<file path="src/rtl/fir_cfg_sequencer_pkg.sv">
// Shared definitions for the FIR coefficient reload sequencer: state encoding and
// default sizing used by the top level and by the testbench.
package fir_cfg_sequencer_pkg;

  typedef enum logic [1:0] {
    ST_LOAD  = 2'd0,
    ST_DONE  = 2'd1,
    ST_RUN   = 2'd2,
    ST_DRAIN = 2'd3
  } seq_state_t;

  localparam int N_COEF_DEF     = 128;
  localparam int COEFF_SIZE_DEF = 16;
  localparam int BANK_W_DEF     = 2;
  localparam int DRAIN_CYC_DEF  = 64;

endpackage

</file>
<file path="src/rtl/fir_drain_counter.sv">
// Drain timer: cleared by load, counts while enabled, and holds at its terminal
// value. tc is high while the count sits at TERM-1, so an enabled run lasts TERM cycles.
module fir_drain_counter #(
  parameter int TERM  = 64,
  parameter int WIDTH = 7
) (
  input  logic clk,
  input  logic nrst,
  input  logic load,
  input  logic en,
  output logic tc
);

  logic [WIDTH-1:0] count_q;
  logic [WIDTH-1:0] count_d;

  assign tc = (count_q == WIDTH'(TERM - 1));

  always_comb begin
    count_d = count_q;
    if (load) begin
      count_d = '0;
    end else if (en && !tc) begin
      count_d = count_q + 1'b1;
    end
  end

  always_ff @(posedge clk or negedge nrst) begin
    if (!nrst) begin
      count_q <= '0;
    end else begin
      count_q <= count_d;
    end
  end

endmodule

</file>
<file path="src/rtl/fir_cfg_sequencer.sv">
// Coefficient reload sequencer: boots by streaming bank 0 from ROM into the
// interpolator, then reloads a requested bank after draining the data path.
module fir_cfg_sequencer
  import fir_cfg_sequencer_pkg::*;
#(
  parameter int N_COEF     = N_COEF_DEF,
  parameter int COEFF_SIZE = COEFF_SIZE_DEF,
  parameter int BANK_W     = BANK_W_DEF,
  parameter int DRAIN_CYC  = DRAIN_CYC_DEF,
  localparam int IDX_W     = (N_COEF > 1) ? $clog2(N_COEF) : 1,
  localparam int CNT_W     = (DRAIN_CYC > 1) ? $clog2(DRAIN_CYC) : 1
) (
  input  logic                    clk,
  input  logic                    nrst,
  input  logic                    start,
  input  logic [BANK_W-1:0]       bank,
  output logic [BANK_W+IDX_W-1:0] rom_addr,
  input  logic [COEFF_SIZE-1:0]   rom_data,
  output logic                    c_we,
  output logic [IDX_W-1:0]        c_addr,
  output logic [COEFF_SIZE-1:0]   c_in,
  input  logic                    valid_in,
  output logic                    filt_valid,
  output logic                    busy,
  output logic                    done,
  output logic                    err
);

  seq_state_t        state_q,  state_d;
  logic [IDX_W-1:0]  idx_q,    idx_d;
  logic [BANK_W-1:0] bank_q,   bank_d;
  logic              c_we_q,   c_we_d;
  logic [IDX_W-1:0]  c_addr_q, c_addr_d;
  logic              done_q,   done_d;
  logic              err_q,    err_d;
  logic              drain_load;
  logic              drain_en;
  logic              drain_tc;

  fir_drain_counter #(
    .TERM  (DRAIN_CYC),
    .WIDTH (CNT_W)
  ) u_drain (
    .clk  (clk),
    .nrst (nrst),
    .load (drain_load),
    .en   (drain_en),
    .tc   (drain_tc)
  );

  // ROM read data lands one cycle after its address, so the write strobe and
  // address are delayed by one register to line up with it.
  always_comb begin
    state_d    = state_q;
    idx_d      = idx_q;
    bank_d     = bank_q;
    c_we_d     = 1'b0;
    c_addr_d   = c_addr_q;
    done_d     = 1'b0;
    err_d      = start && (state_q != ST_RUN);
    drain_load = 1'b0;
    drain_en   = 1'b0;
    case (state_q)
      ST_LOAD: begin
        c_we_d   = 1'b1;
        c_addr_d = idx_q;
        if (idx_q == IDX_W'(N_COEF - 1)) begin
          idx_d   = '0;
          state_d = ST_DONE;
        end else begin
          idx_d = idx_q + 1'b1;
        end
      end
      ST_DONE: begin
        done_d  = 1'b1;
        state_d = ST_RUN;
      end
      ST_RUN: begin
        if (start) begin
          bank_d     = bank;
          drain_load = 1'b1;
          state_d    = ST_DRAIN;
        end
      end
      ST_DRAIN: begin
        drain_en = 1'b1;
        if (drain_tc) begin
          state_d = ST_LOAD;
        end
      end
      default: state_d = ST_LOAD;
    endcase
  end

  always_ff @(posedge clk or negedge nrst) begin
    if (!nrst) begin
      state_q  <= ST_LOAD;
      idx_q    <= '0;
      bank_q   <= '0;
      c_we_q   <= 1'b0;
      c_addr_q <= '0;
      done_q   <= 1'b0;
      err_q    <= 1'b0;
    end else begin
      state_q  <= state_d;
      idx_q    <= idx_d;
      bank_q   <= bank_d;
      c_we_q   <= c_we_d;
      c_addr_q <= c_addr_d;
      done_q   <= done_d;
      err_q    <= err_d;
    end
  end

  assign rom_addr   = {bank_q, idx_q};
  assign c_in       = rom_data;
  assign c_we       = c_we_q;
  assign c_addr     = c_addr_q;
  assign done       = done_q;
  assign err        = err_q;
  assign busy       = (state_q != ST_RUN);
  assign filt_valid = (state_q == ST_RUN) && valid_in;

endmodule
</file>
<file path="config.mk">
export PLATFORM = sky130hd
export DESIGN_NAME = fir_cfg_sequencer
export DESIGN_NICKNAME = d
export VERILOG_FILES = /design/src/rtl/fir_cfg_sequencer_pkg.sv /design/src/rtl/fir_drain_counter.sv /design/src/rtl/fir_cfg_sequencer.sv
export SDC_FILE = /design/constraint.sdc
export NUM_CORES = 1
export LEC_CHECK = 0
export BUFFER_PORTS_ARGS = -buffer_cell sky130_fd_sc_hd__buf_4
export CAP_MARGIN = 40
export CORE_UTILIZATION = 47
export DETAILED_ROUTE_END_ITERATION = 12
export GPL_TIMING_DRIVEN = 1
export PLACE_DENSITY = 0.8
export REMOVE_ABC_BUFFERS = 1
export SYNTH_ARGS = -nofsm -noshare
export SYNTH_HDL_FRONTEND = slang
export SYNTH_SLANG_ARGS = --single-unit
</file>
<file path="constraint.sdc">
create_clock -name clk -period 4.3 [get_ports clk]
set_input_delay 0.215 -clock clk [delete_from_list [all_inputs] [get_ports clk]]
set_output_delay 0.215 -clock clk [all_outputs]
set_load 0.05 [all_outputs]
</file>
# ---- After elaboration in Yosys (flattened, before gate mapping)
# Index checks and enable logic that the tools add are counted.
dict set report totals {
  ff_bits 27
  input_bits 22
  output_inout_bits 37
  elab_cells 39
}
dict set report op_classes {
  add_sub_neg 2
  n_eq_ne 9
  mux 12
  n_reduce_logical 8
}
# op count
set ops {}
lappend ops {{6-bit two-way mux} 2}
lappend ops {{2-bit case mux with 4 select lines} 1}
lappend ops {{7-bit by 1-bit adder with 7-bit output, second input constant} 1}
lappend ops {{7-bit == test, second input constant} 1}
lappend ops {{7-bit two-way mux} 1}
lappend ops {{6-bit by 1-bit adder with 6-bit output, second input constant} 1}
lappend ops {{6-bit == test, second input constant} 1}
lappend ops {{2-bit two-way mux} 3}
lappend ops {{2-bit inequality test, second input constant} 3}
lappend ops {{1-bit two-way mux} 5}
lappend ops {{2-bit == test, second input constant} 2}
lappend ops {{1-bit logical AND} 3}
lappend ops {{3-bit AND reduction} 1}
lappend ops {{2-bit by 1-bit == test with 1-bit output, second input constant} 1}
lappend ops {{2-bit zero test} 1}
lappend ops {{2-bit by 1-bit inequality test with 1-bit output, second input constant} 1}
lappend ops {{2-bit AND reduction} 1}
lappend ops {{2-bit nonzero test} 1}
lappend ops {{1-bit zero test} 1}

# ---- Logic depth before layout (Yosys ltp)
dict set report depth {
  word_depth 5
  ltp_mapped 7
  ltp_nobuf 6
}

# ---- Cells and area by module
# From an unflattened synthesis, not the netlist that was laid out.
dict set report hier_totals {
  hier_cells 128
  area_unflattened_um2 1448.9
}
# mod n_inst cells_per_inst area_each_um2 seq_area_each_um2
set modules_own_cells {}
lappend modules_own_cells {fir_cfg_sequencer 1 89 1068.5 525.5}
lappend modules_own_cells {fir_drain_counter 1 39 380.4 150.1}

# ---- Worst setup path before layout
# Ideal clock, no wire load.
dict set report synth_timing {
  path_type {register -> register}
  startpoint {register idx_q[1]}
  endpoint {register state_q[1]}
  setup_time_ns 0.125
  arrival_ns 1.571
  t_required_ns 4.175
  setup_slack_ns 2.604
  stages_incl_launch_ff 6
  n_path_buf 0
  synth_period_minus_slack_ns 1.696
  cell_sequence {dfrtp_1 -> ha_1 -> nand4_1 -> nand2_1 -> o2111ai_2 -> mux2_4}
}
dict set report synth_between {
  elab_chain_len 3
}
# element line
set synth_lines {}
lappend synth_lines {{start: declaration} fir_cfg_sequencer.sv:30} ;# logic [IDX_W-1:0] idx_q, idx_d;
lappend synth_lines {{start signal: assignment} fir_cfg_sequencer.sv:106} ;# idx_q <= idx_d;
lappend synth_lines {{7-bit == test} fir_cfg_sequencer.sv:67} ;# if (idx_q == IDX_W'(N_COEF - 1)) begin
lappend synth_lines {{2-bit inequality test (no source line)} --}
lappend synth_lines {{3-bit AND reduction (no source line)} --}
lappend synth_lines {{end signal: assignment} fir_cfg_sequencer.sv:105} ;# state_q <= state_d;
lappend synth_lines {{end: declaration} fir_cfg_sequencer.sv:29} ;# seq_state_t state_q, state_d;
# No other way between the ends.
# A chain may end at the register's enable or synchronous reset.

# ---- Worst setup path in the final report
dict set report layout_timing {
  startpoint {register state_q[0]}
  endpoint {register idx_q[5]}
}
dict set report layout_between {
  elab_chain_len 1
}
# element line
set layout_lines {}
lappend layout_lines {{2-bit zero test} fir_cfg_sequencer.sv:63} ;# case (state_q)
# No other way between the ends.

==> flow_summary.toml <==
[timing]
setup_viol = 0
hold_violations = 0
finalClockSkew_ns = 0.001010
layout_worst_path_cycle_share = 0.4483
worstMarginPinSlew_ns = 0.6443
maxSlewViolCount = 0
relSlewSlack = 0.5705
rsz0062_at_grt = "no"
fin_crit_ns = 1.928
setup_tns_ns = 0
max_freq_ghz = 0.5187

[critical_path]
end_kind = "register"
r2r_cells = 6
worstSetupStartpointType = "register"
path_buf_inv = 1
crit_required_ns = 4.54
worstPathCellList = "inv_1, ha_1, nand4_1, o22ai_1, nand2_1, a21o_1"
crit_cells = 6
critPathArrivalTime_ns = 2.16
crit_type = "register to register"
crit_family = "adder cells"
max_stage_delay_ns = 0.58
worst-path-max-fanout = 17
crit_slowest_cell = "ha_1"

[logic_synthesis]
synth_top_area_cell = "dfrtp_1"
synth-edff-count = 0
synth-seq-cells = 27
synth_top_area_share = 0.4991
synthTopCellsByArea = "dfrtp_1, buf_4, mux2_2"
synth-seq-area-share = 0.4991
async_reset_ff_frac = 1.000
synth_cell_types = 31
syn_area_um2 = 1354
synth_most_common_cell = "dfrtp_1"
syn_avg_cell_area_um2 = 11.57
synth_cells = 117
ys_warn_count = 0
synth_flop_cell = "dfrtp_1"
synthTopCellsByCount = "dfrtp_1, buf_4, mux2_2"

[cells_and_area]
fillerInstances = 233
fin_cells = 160
drive_gt1_frac = 0.3566
finish.utilization = 0.5460
nNetsFinal = 158
n_antenna_cell = 0
multiInputGateArea_um2 = 523.0
regArea_um2 = 675.6
synthToLayoutAreaGrowth_pct = 10.26

[floorplan]
die_height_um = 55.67
die-area_um2 = 3099
std_cell_rows = 19
start_util = 0.4952
io_pins = 59
core_um2 = 2734
die_width_um = 55.67

[worst_hold_path]
min_path_cells = 2
hold_class = "input pin to register"

[status]
status = "finished, final reports clean"

[clock_network]
cts_tree = "built"
clockBufferDepth = 2
htreeDepth = 1
clk_pin_slew_ns = 0.14
clock_sinks = 27
cts_root_buffer = "clkbuf_4"
clk_latency_ns = 0.32
cts_inserted_buffers = 3

[run]
maxCapViolations = 0

[power_and_ir_drop]
seqPwrFrac = 0.343
p_per_area_nw_per_um2 = 838.0
p_comb_frac = 0.568
total_power_mw = 1.251
p_int_mw = 0.6349
switching_share = 0.4924
p_leak_nw = 0.7290
p_sw_mw = 0.6160
ir_drop_v = 0.0005283
pwr-share-clk = 0.088

[routing]
drt.antenna.violating_nets = 0
drc = 0
via_per_inst = 5.650
first_pass_iters = 4
vias = 904
drt-initial-drc-count = 15
routedWlPerCell_um = 16.16
wirelength_um = 2586

[global_routing]
grt_max_degree = 28
grt_pass1_wl_um = 4312
track_usage = 0.1791
grt_pass1_vias = 925
antenna_found_initial = 0
grt.overflow.total = 0

[placement]
routabilityCongestion = 0.7198
detailed_place_hpwl_um = 1929
portBuffers = 26
dp.cells = 155
worst reg2reg max path, cell delays in order (launching register included):
cell and delay, ns:
dfrtp_1 0.43, inv_1 0.11, ha_1 0.58, nand4_1 0.27, o22ai_1 0.20, nand2_1 0.07, a21o_1 0.17
cells by family (layout without fill, tap and decap cells):
group / Yosys count / after routing / synth area share
adders and majority gates: 6 / 6 / 0.05545
buffers and inverters: 25 / 37 / 0.1146
DFF: 27 / 27 / 0.4991
xor gates and xnor gates: 8 / 8 / 0.05175
AOI/OAI and AO/OA: 12 / 12 / 0.07302
and+or+nand+nor: 27 / 27 / 0.1044
muxes: 12 / 12 / 0.1017
flip-flops by register name (all words and copies together) (netlist names):
name,flops
state_q,2
bank_q,2
u_drain.count_q,6
done,1
err,1
c_addr,7
c_we,1
idx_q,7
cells in the final DEF, fill, tap and decap left out, types with 2 or more instances in the layout:
cell and n:
dfrtp_1 27, buf_4 26, mux2_2 10, nand2_1 7, inv_1 6, nor2_1 6, ha_1 6, nand4_1 4
xor2_1 4, xnor2_1 4, and2_1 3, o211ai_1 3, clkbuf_4 3, nor3_1 2
worst paths after layout:
kind | start | to | slack (ns)
worst min register to register | bank_q[0] | bank_q[0] | 0.53
max in group asynchronous | nrst | idx_q[2] | 3.73
worst min-delay path | bank[0] | bank_q[0] | 0.11
worst max register to register | state_q[0] | idx_q[5] | 2.37
worst max-delay path | state_q[0] | idx_q[5] | 2.37
min in group asynchronous | nrst | err | 0.32
routing by layer:
layer | GRT usage | routed length, um | up-vias
met5 | 0.05357 | 0 | -
met4 | 0.02143 | 14 | 0
met3 | 0.1163 | 317 | 2
met2 | 0.2685 | 1215 | 54
met1 | 0.2192 | 1038 | 444
li1 | - | - | 404
timing repair:
item / 4_1_cts / 5_1_grt
hold buffers: 1 / 0
resized for setup: 0 / 0
endpoints found under the hold margin: 27 / 0
buffers inserted: 0 / 0
through the flow:
stage	hold slack, ns	setup slack (ns)	cell area, um^2
2_1_floorplan	-0.08059	2.602	1221
3_3_place_gp	0.1446	2.492	1455
3_5_place_dp	0.1478	2.406	1455
4_1_cts	0.1009	2.377	1493
5_1_grt	0.09991	2.237	1493
6_report	0.1124	2.372	1493
area by class of cell:
type,instances,share of cell area
clock buffers,3,0.01509
clock inverters,1,0.003353
inverters,6,0.01509
multi-input cells,65,0.3504
flip-flops and latches,27,0.4526
well taps,31,0.02598
repair buffers,27,0.1375
power by group through the flow:
| stage | Sequential, mW | Combinational, mW | Clock (mW) |
|---|---|---|---|
| after global placement | 0.430 | 0.698 | 0 |
| after floorplan | 0.665 | 0.280 | 0 |
| after global routing | 0.444 | 0.759 | 0.124 |
| after CTS | 0.431 | 0.717 | 0.114 |
| after detailed placement | 0.436 | 0.716 | 0 |
| final | 0.430 | 0.711 | 0.111 |
Power figures use the tool's default switching activity.
